### src/rtl/stopwatch_ctrl_1h.sv
// Sequencing controller for an MM:SS BCD up-counter: turns start/stop and lap/reset
// pulses into a prescaled count enable, a counter clear, a lap freeze and a 59:59 halt.
module stopwatch_ctrl_1h #(
   parameter int TICK_DIV    = 100_000_000,
   parameter int STOP_AT_MAX = 1
) (
   input  logic       clk,
   input  logic       rst,
   input  logic       btn_ss,
   input  logic       btn_lap,
   input  logic [3:0] value0,
   input  logic [3:0] value1,
   input  logic [3:0] value2,
   input  logic [3:0] value3,
   output logic       cnt_en,
   output logic       cnt_clr,
   output logic [3:0] disp0,
   output logic [3:0] disp1,
   output logic [3:0] disp2,
   output logic [3:0] disp3,
   output logic [1:0] state,
   output logic       done
);

   localparam int            PW      = (TICK_DIV > 1) ? $clog2(TICK_DIV) : 1;
   localparam logic [PW-1:0] PRE_MAX = PW'(TICK_DIV - 1);
   localparam bit            HALT_EN = (STOP_AT_MAX != 0);

   typedef enum logic [1:0] {
      IDLE  = 2'b00,
      RUN   = 2'b01,
      PAUSE = 2'b10,
      LAP   = 2'b11
   } state_t;

   state_t        st_q;
   state_t        st_d;
   logic [PW-1:0] pre_q;
   logic [3:0]    snap0_q;
   logic [3:0]    snap1_q;
   logic [3:0]    snap2_q;
   logic [3:0]    snap3_q;
   logic          running;
   logic          tick;
   logic          at_max;
   logic          halt;
   logic          snap_load;
   logic          clr_d;

   assign running = (st_q == RUN) || (st_q == LAP);
   assign tick    = running && (pre_q == PRE_MAX);
   assign at_max  = (value3 == 4'd5) && (value2 == 4'd9) &&
                    (value1 == 4'd5) && (value0 == 4'd9);
   // The halt overrides both buttons and drops any lap freeze by leaving LAP.
   assign halt    = HALT_EN && at_max && tick;

   always_comb begin
      st_d      = st_q;
      snap_load = 1'b0;
      clr_d     = 1'b0;
      if (halt) begin
         st_d = PAUSE;
      end else begin
         case (st_q)
            IDLE: begin
               if (btn_ss) st_d = RUN;
            end
            RUN: begin
               if (btn_ss) begin
                  st_d = PAUSE;
               end else if (btn_lap) begin
                  st_d      = LAP;
                  snap_load = 1'b1;
               end
            end
            LAP: begin
               if (btn_ss)       st_d = PAUSE;
               else if (btn_lap) st_d = RUN;
            end
            PAUSE: begin
               if (btn_ss) begin
                  st_d = RUN;
               end else if (btn_lap) begin
                  st_d  = IDLE;
                  clr_d = 1'b1;
               end
            end
            default: st_d = IDLE;
         endcase
      end
   end

   always_ff @(posedge clk) begin
      if (rst) begin
         st_q    <= IDLE;
         pre_q   <= '0;
         cnt_en  <= 1'b0;
         done    <= 1'b0;
         cnt_clr <= 1'b1;
         snap0_q <= '0;
         snap1_q <= '0;
         snap2_q <= '0;
         snap3_q <= '0;
      end else begin
         st_q    <= st_d;
         cnt_en  <= tick && !halt;
         done    <= halt;
         cnt_clr <= clr_d;
         // PAUSE keeps the partial second so a resume finishes it.
         if (st_q == IDLE) begin
            pre_q <= '0;
         end else if (running) begin
            pre_q <= (pre_q == PRE_MAX) ? '0 : pre_q + 1'b1;
         end
         if (snap_load) begin
            snap0_q <= value0;
            snap1_q <= value1;
            snap2_q <= value2;
            snap3_q <= value3;
         end
      end
   end

   assign state = st_q;
   assign disp0 = (st_q == LAP) ? snap0_q : value0;
   assign disp1 = (st_q == LAP) ? snap1_q : value1;
   assign disp2 = (st_q == LAP) ? snap2_q : value2;
   assign disp3 = (st_q == LAP) ? snap3_q : value3;

endmodule

### config.mk
export PLATFORM = sky130hd
export DESIGN_NAME = stopwatch_ctrl_1h
export DESIGN_NICKNAME = d
export VERILOG_FILES = /design/src/rtl/stopwatch_ctrl_1h.sv
export SDC_FILE = /design/constraint.sdc
export NUM_CORES = 1
export LEC_CHECK = 0
export ABC_AREA = 0
export CAP_MARGIN = 25
export CORE_MARGIN = 2
export CORE_UTILIZATION = 47
export DETAILED_ROUTE_END_ITERATION = 7
export MAX_ROUTING_LAYER = met4
export PLACE_DENSITY_LB_ADDON = 0.3
export SKIP_LAST_GASP = 1
export SYNTH_ARGS = -nofsm -noshare
export SYNTH_HDL_FRONTEND = slang
export SYNTH_SLANG_ARGS = --single-unit
### constraint.sdc
create_clock -name clk -period 2.2 [get_ports clk]
set_clock_uncertainty 0.1 [all_clocks]
set_input_delay 0.22 -clock clk [delete_from_list [all_inputs] [get_ports clk]]
set_output_delay 0.22 -clock clk [all_outputs]
set_load 0.03 [all_outputs]
==> results of run 1 <==
layout make-up:
cell class / count / share of cell area, %
clock buffers: 5 / 2.25
clock inverters: 3 / 1.39
inverters: 4 / 0.490
multi-input cells: 169 / 41.5
flip-flops and latches: 48 / 31.4
well taps: 54 / 2.20
repair buffers: 71 / 20.8
synthesized netlist by cell type, types with 5 or more instances:
master	count	share of area (%)
a21oi_1	14	3.1
a22o_2	8	3.5
a32o_1	8	3.5
clkbuf_1	10	1.6
dfxtp_1	48	42
mux2_2	16	7.9
nand2_1	11	1.8
nand3_1	7	1.5
nand4_1	9	2.5
nor2_1	15	2.5
o21ai_0	9	2.0
o31ai_1	6	2.0
or2_2	5	1.4
or3_1	9	2.5
or4_1	8	2.6
xnor2_1	6	2.3
xor2_1	7	2.7
critical path, cell delays in order, from the launching register on:
cell,delay (ns)
dfxtp_1,0.43
nand4_4,0.16
or4_4,0.54
buf_4,0.16
o41ai_4,0.30
buf_4,0.23
a22o_2,0.16
metal layers:
metal | GRT usage [%] | share of wire, % | up-vias
met5 | - | 0 | -
met4 | 5.45 | 0.58 | 0
met3 | 5.76 | 3.4 | 2
met2 | 33.0 | 49 | 44
met1 | 27.0 | 47 | 978
li1 | - | - | 1016
placed cells by master (no fill, tap or decap), types with 5 or more instances in the layout:
cell type,n
nand3_1,7
nand4_1,9
a21oi_1,14
nand2_1,11
or2_2,5
dlygate4sd2_1,15
a22o_2,8
mux2_2,16
nor2_1,15
clkdlybuf4s50_1,24
xnor2_1,6
o21ai_0,9
o31ai_1,6
or4_1,5
a32o_1,8
clkbuf_8,5
xor2_1,7
buf_4,30
dfxtp_1,47
or3_1,8
final timing paths:
| kind | slack, ns | from | depth (start not counted) | to |
|---|---|---|---|---|
| worst max-delay path | 0.07 | pre_q[15] | 6 | snap2_q[1] |
| worst min-delay path | 0.37 | snap1_q[0] | 1 | snap1_q[0] |
| worst max register to register | 0.07 | pre_q[15] | 6 | snap2_q[1] |
| worst min register to register | 0.37 | snap1_q[0] | 1 | snap1_q[0] |
report_power, final:
part           internal [mW]  total, mW  switching, mW
Sequential             0.882      0.892         0.0108
Clock                  0.336      0.638          0.302
Combinational          0.116      0.235          0.119
Total                   1.33       1.77          0.432
flip-flops by register name (all words and copies together) (netlist names):
register	count
state	2
done	1
snap1_q	4
cnt_en	1
cnt_clr	1
snap2_q	4
pre_q	27
snap3_q	4
snap0_q	4
cells by family after synthesis:
| logic type | count (synthesis) | synth area share (%) |
|---|---|---|
| and+or+nand+nor | 89 | 24.4 |
| adders and majority gates | 1 | 0.548 |
| AOI/OAI and AO/OA | 49 | 16.2 |
| xor gates and xnor gates | 13 | 4.98 |
| buffers and inverters | 18 | 3.50 |
| DFF | 48 | 42.1 |
| muxes | 17 | 8.32 |
per-stage QoR:
step | instances | util (%) | hold slack (ns)
after floorplan | 235 | - | 0.251
after global placement | 345 | 62.6 | 0.344
after detailed placement | 345 | 62.6 | 0.355
after CTS | 353 | 64.7 | 0.376
after global routing | 354 | 65.3 | 0.401
final | 354 | 65.3 | 0.374
repair_timing:
action                                  CTS  global route
cloned                                    0             0
endpoints found under the setup margin   17            15
gates resized for setup                  16             4
endpoints found under the hold margin     0             0
==> out/metrics.csv, run 1 <==
stage;metric;value;unit
global_route;grt_pass1_wl;8650;um
synth;syn_avg_cell_area;9.72;sq um
worst_setup_path;end_kind;flop;
place;place_area;2940;sq um
layout;nFillCells;391;
sta;finalSetupViolations;0;
clock_network;htreeDepth;2;
sta;setup_ws;0.0678;ns
synth;seq_area_frac_synth;42.1;%
flow_run;cap_viol_max_count;0;
sta;max_slew_margin;62.6;%
layout;nets;320;
place;routabilityCongestion;0.789;
routing;drtIter0Drc;98;
clock_network;cts_buffers;5;
pwr;ir_worst_vdd;0.346;mV
layout;design_area;3060;sq um
worst_setup_path;crit_required;2.35;ns
clock_network;clkLatencyLatePin;0.30;ns
synth;ys_warn_count;0;
routing;post_drt_wl_per_cell;15.1;um
global_route;grt_usage;21.1;%
place;numPortBuffers;40;
place;pre_cts_ws;-0.0790;ns
synth;syn-instance-count;235;
pwr;powerDensity;576;nW/um^2
pwr;power_leakage;1.11;nW
routing;viasPerCell;5.76;
die;core;4690;sq um
clock_network;cts_max_path_buffers;2;
layout;register_area;962;sq um
run_status;status;finished clean;
global_route;antenna_found_initial;0;
die;rows;25;
clock_network;cts-root-buf;clkbuf_8;
clock_network;clock-sinks;48;
synth;ys_ff_latch;48;
pwr;p_total;1.77;mW
sta;fin_setup_tns;0;ns
routing;post-route-drc-count;0;
worst_setup_path;crit_arrival;2.29;ns
worst_setup_path;worstPathMaxFanout;9;
synth;ys_types;39;
layout;antenna_cells;0;
layout;multiInputGateArea;1270;sq um
global_route;grt_pass1_vias;1878;
synth;async_flop_share;0;%
global_route;grt-ovfl-total;0;
sta;slew_violations;0;
worst_setup_path;startpoint_type;flop;
die;die-area;5430;sq um
routing;drtPass1Iterations;4;
synth;ys.flop_type;dfxtp_1;
synth;syn-num-nets;256;
routing;routed_wl;5340;um
layout;syn2layout_area_growth;34.1;%
clock_network;postCtsSetupBuffers;0;
synth;synth_area;2280;sq um
die;start_util;48.7;%
die;die_w;73.7;um
sta;max_freq;469;MHz
clock_network;ctsHoldBuffers;0;
clock_network;clkTransAtPathRegs;0.09;ns
routing;via_count;2040;
sta;post-route-period-util;96.9;%
global_route;grt_max_degree;23;
routing;ant_nets;0;
die;io_pins;41;
sta;worstMarginPinSlew;0.561;ns
sta;finalCriticalPeriod;2.13;ns
clock_network;cts_tree;built;
min_path;hold_path_class;reg -> reg;
place;dp_hpwl;3800;um
synth;synth-edff-count;0;
sta;finalHoldViolCount;0;
worst_setup_path;crit_type;reg -> reg;
die;die_h;73.7;um
layout;drive_gt1_share;28.3;%
Power figures use the tool's default switching activity.
==> run 2, diff against run 1 <==
--- a/config.mk
+++ b/config.mk
@@ -12,3 +12,2 @@
 export DETAILED_ROUTE_END_ITERATION = 7
-export MAX_ROUTING_LAYER = met4
 export PLACE_DENSITY_LB_ADDON = 0.3
--- a/constraint.sdc
+++ b/constraint.sdc
@@ -4,2 +4,2 @@
 set_output_delay 0.22 -clock clk [all_outputs]
-set_load 0.03 [all_outputs]
+set_load 0.02 [all_outputs]
==> run 2 against run 1 <==
Maximum frequency is 4.1% higher. Sequential share of layout area fell by 1.1 points. Setup slack better by 0.084 ns. Total power increased by 3.2%. Register-to-register slack gained 0.08 ns. Sequential power hardly changed. Via count hardly changed. Combinational power is essentially flat. Critical endpoint is now pre_q[19]. Largest power group unchanged. Highest routed layer unchanged.
==> out/metrics.csv, run 2 (synthesis results as in run 1) <==
stage;metric;value;unit;change
run_status;status;finished clean;;unchanged
worst_setup_path;r2r-end;pre_q[19];;was snap2_q[1]
sta;finalSetupViolations;0;;unchanged
sta;slew_violations;0;;unchanged
layout;regMostFlops;pre_q;;unchanged
sta;worstMarginPinSlew;0.349;ns;was 0.561 ns
layout;nets;325;;was 320
clock_network;cts-root-buf;clkbuf_8;;unchanged
global_route;antenna_found_initial;0;;unchanged
layout;layout_commonest_cell;dfxtp_1;;unchanged
layout;nFillCells;366;;was 391
pwr;ir_worst_vdd;0.379;mV;was 0.346 mV
sta;max_slew_margin;76.7;%;was 62.6%
place;place_area;2990;sq um;was 2940 sq um
clock_network;clock-sinks;48;;unchanged
layout;syn2layout_area_growth;39.0;%;was 34.1%
worst_setup_path;regToRegSetupSlack;0.15;ns;was 0.07 ns
worst_setup_path;worstPathMaxFanout;13;;was 9
layout;antenna_cells;0;;unchanged
sta;finalCriticalPeriod;2.05;ns;was 2.13 ns
min_path;hold_path_end;snap2_q[0];;was snap1_q[0]
worst_setup_path;end_kind;flop;;unchanged
worst_setup_path;crit_arrival;2.20;ns;was 2.29 ns
die;die_h;73.7;um;unchanged
clock_network;cts_max_path_buffers;2;;unchanged
pwr;pwr-share-clk;38.3;%;was 36.1%
routing;post-route-drc-count;0;;unchanged
global_route;grt_max_degree;23;;unchanged
routing;post_drt_wl_per_cell;14.8;um;was 15.1 um
min_path;hold_path_class;reg -> reg;;unchanged
routing;viasPerCell;5.69;;was 5.76
routing;via_count;2042;;was 2040
routing;routed_wl;5300;um;was 5340 um
sta;finalHoldViolCount;0;;unchanged
pwr;power_frac_seq;48.8;%;was 50.5%
die;core;4690;sq um;unchanged
min_path;hold_path_depth;1;;unchanged
place;numPortBuffers;40;;unchanged
layout;drive_gt1_share;28.9;%;was 28.3%
worst_setup_path;crit_type;reg -> reg;;unchanged
global_route;grt_usage;20.1;%;was 21.1%
sta;timing.hold.ws;0.369;ns;was 0.374 ns
worst_setup_path;crit-reg2reg-launch;state[0];;was pre_q[15]
clock_network;cts_buffers;5;;unchanged
die;die-area;5430;sq um;unchanged
clock_network;postCtsSetupBuffers;0;;unchanged
pwr;power_leakage;1.27;nW;was 1.11 nW
layout;design_area;3180;sq um;was 3060 sq um
routing;drtPass1Iterations;4;;unchanged
pwr;swShare;22.5;%;was 24.5%
routing;ant_nets;0;;unchanged
min_path;hp-start;snap2_q[0];;was snap1_q[0]
global_route;grt-ovfl-total;0;;unchanged
sta;fin_setup_tns;0;ns;unchanged
place;dp_hpwl;3840;um;was 3800 um
die;start_util;48.7;%;unchanged
layout;final_cell_mix;46 x dfxtp_1, 33 x buf_4, 24 x clkdlybuf4s50_1;;was 47 x dfxtp_1, 30 x buf_4, 24 x clkdlybuf4s50_1
sta;max_freq;488;MHz;was 469 MHz
die;die_w;73.7;um;unchanged
place;routabilityCongestion;0.774;;was 0.789
worst_setup_path;crit_required;2.35;ns;about the same
pwr;p_int;1.41;mW;was 1.33 mW
sta;post-route-period-util;93.1;%;was 96.9%
pwr;powerDensity;574;nW/um^2;was 576 nW/um^2
pwr;comb_power_share;12.9;%;was 13.3%
routing;drtIter0Drc;128;;was 98
clock_network;clkLatencyLatePin;0.31;ns;was 0.30 ns
global_route;grt_pass1_vias;1911;;was 1878
clock_network;cts_tree;built;;unchanged
pwr;p_sw;0.410;mW;was 0.432 mW
global_route;grt_pass1_wl;8480;um;was 8650 um
layout;largest_register_ffs;27;;unchanged
die;rows;25;;unchanged
worst_setup_path;startpoint_type;flop;;unchanged
flow_run;cap_viol_max_count;0;;unchanged
clock_network;clkTransAtPathRegs;0.09;ns;about the same
clock_network;htreeDepth;2;;unchanged
sta;rsz0062_at_grt;no;;
worst_setup_path;reg2regPathDepth;5;;was 6
die;io_pins;41;;unchanged
run 2: cell count changes in the layout (fill, tap and decap cells not counted), sizes merged:
cell,delta
dlygate4sd2,-15
dlymetal6s2s,+16
buf,+4
clkbuf,+2
clkinv,-1
clkinvlp,-1
run 2: how the worst max path moves through the flow:
stage	cells past startpoint	from	slack, ns	to
final	5	state[0]	0.15	pre_q[19]
after global routing	5	state[0]	0.06	pre_q[19]
after CTS	4	state[1]	0.008	disp2[0]
after detailed placement	4	btn_ss	-0.08	snap3_q[2]
after global placement	4	btn_ss	-0.001	snap2_q[3]
after floorplan	6	pre_q[0]	0.09	snap0_q[3]
run 2: critical path: stages, from the launching register on:
cell and delay (ns):
dfxtp_1 0.37, buf_4 0.20, nand4_1 0.16, or4_1 0.62, or3_1 0.40, a21oi_1 0.14
run 2: timing repair:
item,in CTS,in global routing
setup endpoints to repair,16,35
hold buffers,0,0
pin swaps,0,1
gates resized for setup,1,20
hold endpoints to repair,0,0
run 2: power by group through the flow:
| stage | clock network, mW | registers, mW | logic, mW |
|---|---|---|---|
| floorplan | 0 | 0.914 | 0.103 |
| global placement | 0 | 0.909 | 0.236 |
| detailed placement | 0 | 0.910 | 0.239 |
| CTS | 0.712 | 0.890 | 0.241 |
| global route | 0.736 | 0.892 | 0.250 |
| finish | 0.699 | 0.890 | 0.235 |
run 2: cell type report:
type,count,area [sq um],area share [%]
timing repair buffer,76,748,23.6
multi-input combinational,169,1260,39.5
tap,54,67.6,2.13
inverter,4,15.0,0.473
clock buffer,7,96.3,3.03
sequential,48,963,30.3
clock inverter,1,30.0,0.945
run 2: layer usage:
metal	part of all wire, %	up-vias	track usage, %
met5	0	-	0
met4	1.5	0	9.09
met3	3.1	6	3.29
met2	48	32	31.8
met1	47	978	26.8
li1	-	1026	-
run 2: stage by stage:
| stage | total power, mW | util [%] | cells | worst slack [ns] |
|---|---|---|---|---|
| 4_1_cts | 1.84 | 66.4 | 358 | 0.00841 |
| 6_report | 1.82 | 67.7 | 359 | 0.152 |
| 5_1_grt | 1.88 | 67.7 | 359 | 0.0554 |
| 3_3_place_gp | 1.15 | 63.7 | 350 | -0.00114 |
| 2_1_floorplan | 1.02 | - | 235 | 0.0861 |
| 3_5_place_dp | 1.15 | 63.7 | 350 | -0.0755 |
